## src/rtl/picorv32_mem_arbiter.sv

```systemverilog
// Two-requester arbiter sharing one PicoRV32-style memory port, one transaction at a time.
// Define MEM_ARB_ROUND_ROBIN_EN for round-robin on simultaneous requests (default: m0 priority).
module picorv32_mem_arbiter #(
    parameter int TIMEOUT_CYCLES = 255
) (
    input  logic        clk,
    input  logic        reset,
    input  logic        m0_mem_valid,
    input  logic        m0_mem_instr,
    input  logic [31:0] m0_mem_addr,
    input  logic [31:0] m0_mem_wdata,
    input  logic [3:0]  m0_mem_wstrb,
    output logic        m0_mem_ready,
    output logic [31:0] m0_mem_rdata,
    input  logic        m1_mem_valid,
    input  logic        m1_mem_instr,
    input  logic [31:0] m1_mem_addr,
    input  logic [31:0] m1_mem_wdata,
    input  logic [3:0]  m1_mem_wstrb,
    output logic        m1_mem_ready,
    output logic [31:0] m1_mem_rdata,
    output logic        mem_valid,
    output logic        mem_instr,
    output logic [31:0] mem_addr,
    output logic [31:0] mem_wdata,
    output logic [3:0]  mem_wstrb,
    input  logic        mem_ready,
    input  logic [31:0] mem_rdata,
    output logic        err
);
    localparam logic [1:0] S_IDLE = 2'd0;
    localparam logic [1:0] S_BUS  = 2'd1;
    localparam logic [1:0] S_RESP = 2'd2;

    localparam int CW = (TIMEOUT_CYCLES > 1) ? $clog2(TIMEOUT_CYCLES + 1) : 1;
    localparam logic [CW-1:0] TO_LAST = CW'((TIMEOUT_CYCLES > 0) ? TIMEOUT_CYCLES - 1 : 0);

    logic [1:0]  req_valid;
    logic        req_instr [2];
    logic [31:0] req_addr  [2];
    logic [31:0] req_wdata [2];
    logic [3:0]  req_wstrb [2];

    always_comb begin
        req_valid    = {m1_mem_valid, m0_mem_valid};
        req_instr[0] = m0_mem_instr;
        req_instr[1] = m1_mem_instr;
        req_addr[0]  = m0_mem_addr;
        req_addr[1]  = m1_mem_addr;
        req_wdata[0] = m0_mem_wdata;
        req_wdata[1] = m1_mem_wdata;
        req_wstrb[0] = m0_mem_wstrb;
        req_wstrb[1] = m1_mem_wstrb;
    end

    logic [1:0]    state_q, state_d;
    logic          grant_q, grant_d;
    logic          last_grant_q, last_grant_d;
    logic [CW-1:0] cnt_q, cnt_d;
    logic          mem_valid_q, mem_valid_d;
    logic          mem_instr_q, mem_instr_d;
    logic [31:0]   mem_addr_q, mem_addr_d;
    logic [31:0]   mem_wdata_q, mem_wdata_d;
    logic [3:0]    mem_wstrb_q, mem_wstrb_d;
    logic [31:0]   rdata_q, rdata_d;
    logic [1:0]    ready_q, ready_d;
    logic          err_q, err_d;
    logic          sel;

    always_comb begin
        state_d      = state_q;
        grant_d      = grant_q;
        last_grant_d = last_grant_q;
        cnt_d        = cnt_q;
        mem_valid_d  = mem_valid_q;
        mem_instr_d  = mem_instr_q;
        mem_addr_d   = mem_addr_q;
        mem_wdata_d  = mem_wdata_q;
        mem_wstrb_d  = mem_wstrb_q;
        rdata_d      = rdata_q;
        ready_d      = 2'b00;
        err_d        = 1'b0;
        sel          = ~req_valid[0];
`ifdef MEM_ARB_ROUND_ROBIN_EN
        if (&req_valid)
            sel = ~last_grant_q;
`endif
        case (state_q)
            S_IDLE: begin
                if (|req_valid) begin
                    grant_d      = sel;
                    last_grant_d = sel;
                    cnt_d        = '0;
                    mem_valid_d  = 1'b1;
                    mem_instr_d  = req_instr[sel];
                    mem_addr_d   = req_addr[sel];
                    mem_wdata_d  = req_wdata[sel];
                    mem_wstrb_d  = req_wstrb[sel];
                    state_d      = S_BUS;
                end
            end
            S_BUS: begin
                // A response arriving on the timeout cycle wins over the timeout.
                if (mem_ready) begin
                    rdata_d          = mem_rdata;
                    mem_valid_d      = 1'b0;
                    ready_d[grant_q] = 1'b1;
                    state_d          = S_RESP;
                end else if (TIMEOUT_CYCLES != 0 && cnt_q == TO_LAST) begin
                    rdata_d          = 32'h0000_0000;
                    mem_valid_d      = 1'b0;
                    ready_d[grant_q] = 1'b1;
                    err_d            = 1'b1;
                    state_d          = S_RESP;
                end else begin
                    cnt_d = cnt_q + CW'(1);
                end
            end
            S_RESP:  state_d = S_IDLE;
            default: state_d = S_IDLE;
        endcase
    end

    always_ff @(posedge clk) begin
        if (reset) begin
            state_q      <= S_IDLE;
            grant_q      <= 1'b0;
            last_grant_q <= 1'b1;
            cnt_q        <= '0;
            mem_valid_q  <= 1'b0;
            mem_instr_q  <= 1'b0;
            mem_addr_q   <= '0;
            mem_wdata_q  <= '0;
            mem_wstrb_q  <= '0;
            rdata_q      <= '0;
            ready_q      <= 2'b00;
            err_q        <= 1'b0;
        end else begin
            state_q      <= state_d;
            grant_q      <= grant_d;
            last_grant_q <= last_grant_d;
            cnt_q        <= cnt_d;
            mem_valid_q  <= mem_valid_d;
            mem_instr_q  <= mem_instr_d;
            mem_addr_q   <= mem_addr_d;
            mem_wdata_q  <= mem_wdata_d;
            mem_wstrb_q  <= mem_wstrb_d;
            rdata_q      <= rdata_d;
            ready_q      <= ready_d;
            err_q        <= err_d;
        end
    end

    assign mem_valid    = mem_valid_q;
    assign mem_instr    = mem_instr_q;
    assign mem_addr     = mem_addr_q;
    assign mem_wdata    = mem_wdata_q;
    assign mem_wstrb    = mem_wstrb_q;
    assign err          = err_q;
    assign m0_mem_ready = ready_q[0];
    assign m1_mem_ready = ready_q[1];
    assign m0_mem_rdata = ready_q[0] ? rdata_q : 32'h0000_0000;
    assign m1_mem_rdata = ready_q[1] ? rdata_q : 32'h0000_0000;
endmodule
```

## config.mk

```make
export PLATFORM = sky130hd
export DESIGN_NAME = picorv32_mem_arbiter
export DESIGN_NICKNAME = d
export VERILOG_FILES = /design/src/rtl/picorv32_mem_arbiter.sv
export SDC_FILE = /design/constraint.sdc
export NUM_CORES = 1
export LEC_CHECK = 0
export CAP_MARGIN = 25
export CORE_MARGIN = 2
export CORE_UTILIZATION = 37
export CTS_CLUSTER_DIAMETER = 200
export DETAILED_ROUTE_END_ITERATION = 10
export GPL_TIMING_DRIVEN = 0
export PLACE_DENSITY = 0.81
export SYNTH_ARGS = -nofsm -noshare
export SYNTH_HDL_FRONTEND = slang
export SYNTH_SLANG_ARGS = --single-unit
```

## constraint.sdc

```tcl
create_clock -name clk -period 2.2 [get_ports clk]
set_clock_uncertainty 0.15 [all_clocks]
set_input_delay 0.44 -clock clk [delete_from_list [all_inputs] [get_ports clk]]
set_output_delay 0.44 -clock clk [all_outputs]
set_load 0.1 [all_outputs]
```

==> flow_summary.rst <==
.. list-table::
   :header-rows: 1

   * - Metric
     - Value
   * - Result of the run
     - finished clean
   * - Total chip power
     - 7.42 mW
   * - Commonest cells after routing, fill and taps aside
     - sky130_fd_sc_hd__clkdlybuf4s50_1 (173), sky130_fd_sc_hd__dfxtp_1 (113), sky130_fd_sc_hd__nor2_1 (75)
   * - Total Die Area
     - 14500 um2
   * - Delay of the slowest cell on the worst path
     - 840 ps
   * - Finished Cell Area
     - 8820 um2
   * - CP max stage cell
     - sky130_fd_sc_hd__clkdlybuf4s15_1
   * - Setup Slack @ Placement
     - -854 ps
   * - Dominant combinational cell family by area after synthesis
     - compound AO/OA/AOI/OAI gates
   * - Remaining DRCs
     - 0
   * - Count of cells along the worst register-to-register path
     - 6
   * - Compound-Gate Fraction of Synth Area
     - 18.9%
   * - Final hold vios
     - 0
   * - Final setup violating endpoints
     - 0
   * - Clock-pin transition on the worst setup and hold timing paths
     - 50 ps
   * - Type of origin of the critical path
     - flip-flop
   * - CTS buffer count
     - 17
   * - Std cell rows
     - 42
   * - VDD IR max
     - 0.000468 V
   * - Clock tree root buffer cell
     - sky130_fd_sc_hd__clkbuf_16
   * - Post-DP Area
     - 8420 um2
   * - Adder-cell share of the synthesized area
     - 0.498%
   * - Dominant cells by area after synthesis
     - sky130_fd_sc_hd__dfxtp_1 (46%), sky130_fd_sc_hd__mux2i_1 (14%), sky130_fd_sc_hd__a211oi_1 (10%)
   * - Global-route wire length before repair
     - 27500 um
   * - CP Max Fanout
     - 2
   * - Vias
     - 5224
   * - Relative slew margins
     - 34.6%
   * - Syn_area_per_cell
     - 9.49 um2
   * - Fraction of layout instances using a drive strength above 1
     - 25.9%
   * - Number of nets in the synthesized netlist
     - 706
   * - Syn-to-layout area delta
     - 75.7%
   * - Portion of total power attributed to combinational logic
     - 29.3%
   * - Port-buffer cells
     - 310
   * - Fraction of synthesized area in multiplexers
     - 13.8%
   * - Worst-path cell chain
     - clkdlybuf4s15_1
   * - Maximum clock frequency
     - 457 MHz
   * - Number of slew-limit violations in the final report
     - 0
   * - Number of DRC markers after the initial detailed-route iteration
     - 152
   * - Most common cell after layout, fill and taps aside
     - sky130_fd_sc_hd__clkdlybuf4s50_1
   * - Total standard cell area after synthesis
     - 5020 um2
   * - Synth Area in Simple Gates
     - 16.6%
   * - Pint
     - 4.83 mW
   * - Starting density of the core
     - 37.9%
   * - Critical path data arrival time
     - 1600 ps
   * - Total leakage power
     - 3.80 nW
   * - Post-layout utilization of the core
     - 66.6%
   * - Total congestion overflow after global routing
     - 0
   * - Overall track demand over capacity in global routing
     - 24.3%
   * - Net count, final
     - 1035
   * - Library cells used by synthesis
     - 32
   * - Die Span Y
     - 120 um
   * - Fill cells
     - 1098
   * - TritonRoute pass-1 iters
     - 4
   * - Count of antenna-violating nets left after detailed routing
     - 0
   * - Sequential element share of the synthesized area
     - 46.2%
   * - Cell count along the critical path
     - 1
   * - Data required time at the worst endpoint
     - 1610 ps
   * - Switching share of power
     - 34.9%
   * - Total wirelength of the detailed-routed design
     - 17800 um
   * - Path category of the worst min-delay check
     - reg -> reg
   * - Type of element capturing the critical path
     - output pin
   * - Area share of xor/xnor cells in the synthesized design
     - 0%
   * - Number of global-route vias before repair
     - 5486
   * - Die width
     - 120 um
   * - Yosys reg bits
     - 116
   * - Clock tree from TritonCTS
     - built
   * - Number of hold-repair buffers added at the cts stage
     - 0
   * - Per-cell via count in the routed design
     - 4.99
   * - Clock latency on the worst-skew pair
     - 410 ps
   * - Number of max-capacitance violations reported
     - 0
   * - Register share of total power
     - 32.2%
   * - Part of the cycle the worst path needs
     - 99.4%
   * - Total net switching power
     - 2.59 mW
   * - # H-tree levels
     - 4
   * - Worst path bufs/invs
     - 1
   * - Antenna diodes
     - 0
   * - Time the final worst path needs with I/O delays and setup
     - 2190 ps
   * - Half-perimeter wire length after placement
     - 14000 um
   * - Number of buffers between clock root and the deepest sink
     - 2
   * - Largest net degree at the start of global routing
     - 17
   * - Cell type contributing the most total cell area after synthesis
     - sky130_fd_sc_hd__dfxtp_1
   * - Dominant delay contributor by cell family on the critical path
     - buffers and inverters
   * - Hold Path Depth
     - 1
   * - Initial antenna violation count
     - 0
   * - CTS sink count
     - 116
   * - Routed wire per std cell
     - 17.0 um
   * - Start-to-end type of the worst setup path
     - reg -> out
   * - Yosys warning count
     - 0
   * - Post-CTS setup buffer count
     - 0
   * - Gp weighted congestion
     - 0.872
   * - Minimum setup slack in the final design
     - 12.7 ps
   * - Part of the power in the clock network
     - 38.5%
   * - Area fraction of the dominant cell type after synthesis
     - 46.2%
   * - Power per unit of standard cell area
     - 841 nW/um2
   * - Std-Cell Core Area
     - 13200 um2
   * - Pin slew with the least headroom to its limit
     - 985 ps
   * - Synthesized instance count
     - 529
   * - Number of ports placed on the die boundary
     - 312
-- state kept, by name, summed over array words and instances (netlist names) --
| signal | cells |
|---|---|
| err | 1 |
| ready_q | 2 |
| mem_wdata | 32 |
| mem_addr | 32 |
| state_q | 2 |
| grant_q | 1 |
| mem_wstrb | 4 |
| cnt_q | 8 |
| rdata_q | 32 |
| mem_instr | 1 |
| mem_valid | 1 |
-- what timing repair did --
action,4_1_cts,5_1_grt
resized for setup,541,46
pin swaps,0,0
endpoints found under the setup margin,237,124
-- per-layer routing --
layer	part of all wire (%)	GRT usage, %	vias to the layer above	wire [um]
met3	7.1	6.18	39	1260
met1	38	25.2	2366	6760
met5	0	0	-	0
met2	51	45.9	253	9140
li1	-	-	2566	-
met4	3.4	10.3	0	597
-- worst paths after layout --
check | start | slack, ps | endpoint
worst min register to register | mem_valid | 330 | mem_valid
worst max register to register | cnt_q[0] | 90 | cnt_q[1]
worst min-delay path | mem_valid | 330 | mem_valid
worst max-delay path | mem_wdata[12] | 10 | mem_wdata[12]
-- kinds of logic after synthesis --
group                      count (synthesis)
and+or+nand+nor                          166
AOI/OAI and AO/OA                        124
DFF                                      116
muxes                                     69
buffers and inverters                     52
adders and majority gates                  2
-- power groups by stage --
stage | Sequential, mW | Clock (mW) | Combinational (mW)
final | 2.39 | 2.85 | 2.17
after global placement | 2.42 | 0 | 2.23
after detailed placement | 2.43 | 0 | 2.26
after global routing | 2.41 | 3.01 | 2.27
after floorplan | 3.45 | 0 | 0.459
after CTS | 2.39 | 2.90 | 2.20
-- synthesized netlist by cell type --
master                       n
sky130_fd_sc_hd__a22o_1     33
sky130_fd_sc_hd__nor2b_1     1
sky130_fd_sc_hd__a21oi_1     5
sky130_fd_sc_hd__and2_1     65
sky130_fd_sc_hd__or3b_1      1
sky130_fd_sc_hd__dfxtp_1   116
sky130_fd_sc_hd__o21ai_1     1
sky130_fd_sc_hd__o221ai_1    1
sky130_fd_sc_hd__nor2_1     75
sky130_fd_sc_hd__ha_1        2
sky130_fd_sc_hd__o211ai_2    1
sky130_fd_sc_hd__or4b_2      1
sky130_fd_sc_hd__o31ai_1     1
sky130_fd_sc_hd__or4_1       1
sky130_fd_sc_hd__mux2i_1    69
sky130_fd_sc_hd__a31oi_1     3
sky130_fd_sc_hd__a21o_1      1
sky130_fd_sc_hd__or3_1       1
sky130_fd_sc_hd__o21ai_0     5
sky130_fd_sc_hd__clkbuf_1   42
sky130_fd_sc_hd__and4_1      1
sky130_fd_sc_hd__buf_1       1
sky130_fd_sc_hd__nand3_1     4
sky130_fd_sc_hd__nand4_1     1
sky130_fd_sc_hd__nand2_1     5
sky130_fd_sc_hd__and3_1      4
sky130_fd_sc_hd__a211oi_1   70
sky130_fd_sc_hd__inv_1       6
sky130_fd_sc_hd__a41oi_1     1
sky130_fd_sc_hd__o211ai_1    2
sky130_fd_sc_hd__nor3_1      6
sky130_fd_sc_hd__buf_2       3
-- area by class of cell --
type | instances | area, um2 | area share (%)
clock buffer | 22 | 454 | 5.15
tap | 176 | 220 | 2.50
clock inverter | 10 | 155 | 1.76
buffer | 46 | 193 | 2.18
multi-input combinational | 361 | 2600 | 29.4
timing repair buffer | 310 | 2850 | 32.3
sequential | 116 | 2330 | 26.4
inverter | 6 | 22.5 | 0.255
-- per-stage QoR --
stage / setup TNS [ps] / hold WS [ps] / cells
5_1_grt: -41.9 / 356 / 1047
2_1_floorplan: 0 / 260 / 529
4_1_cts: 0 / 333 / 1047
3_3_place_gp: -89960 / 317 / 1015
3_5_place_dp: -94260 / 318 / 1015
6_report: 0 / 331 / 1047
(Power assumes the default switching activity.)
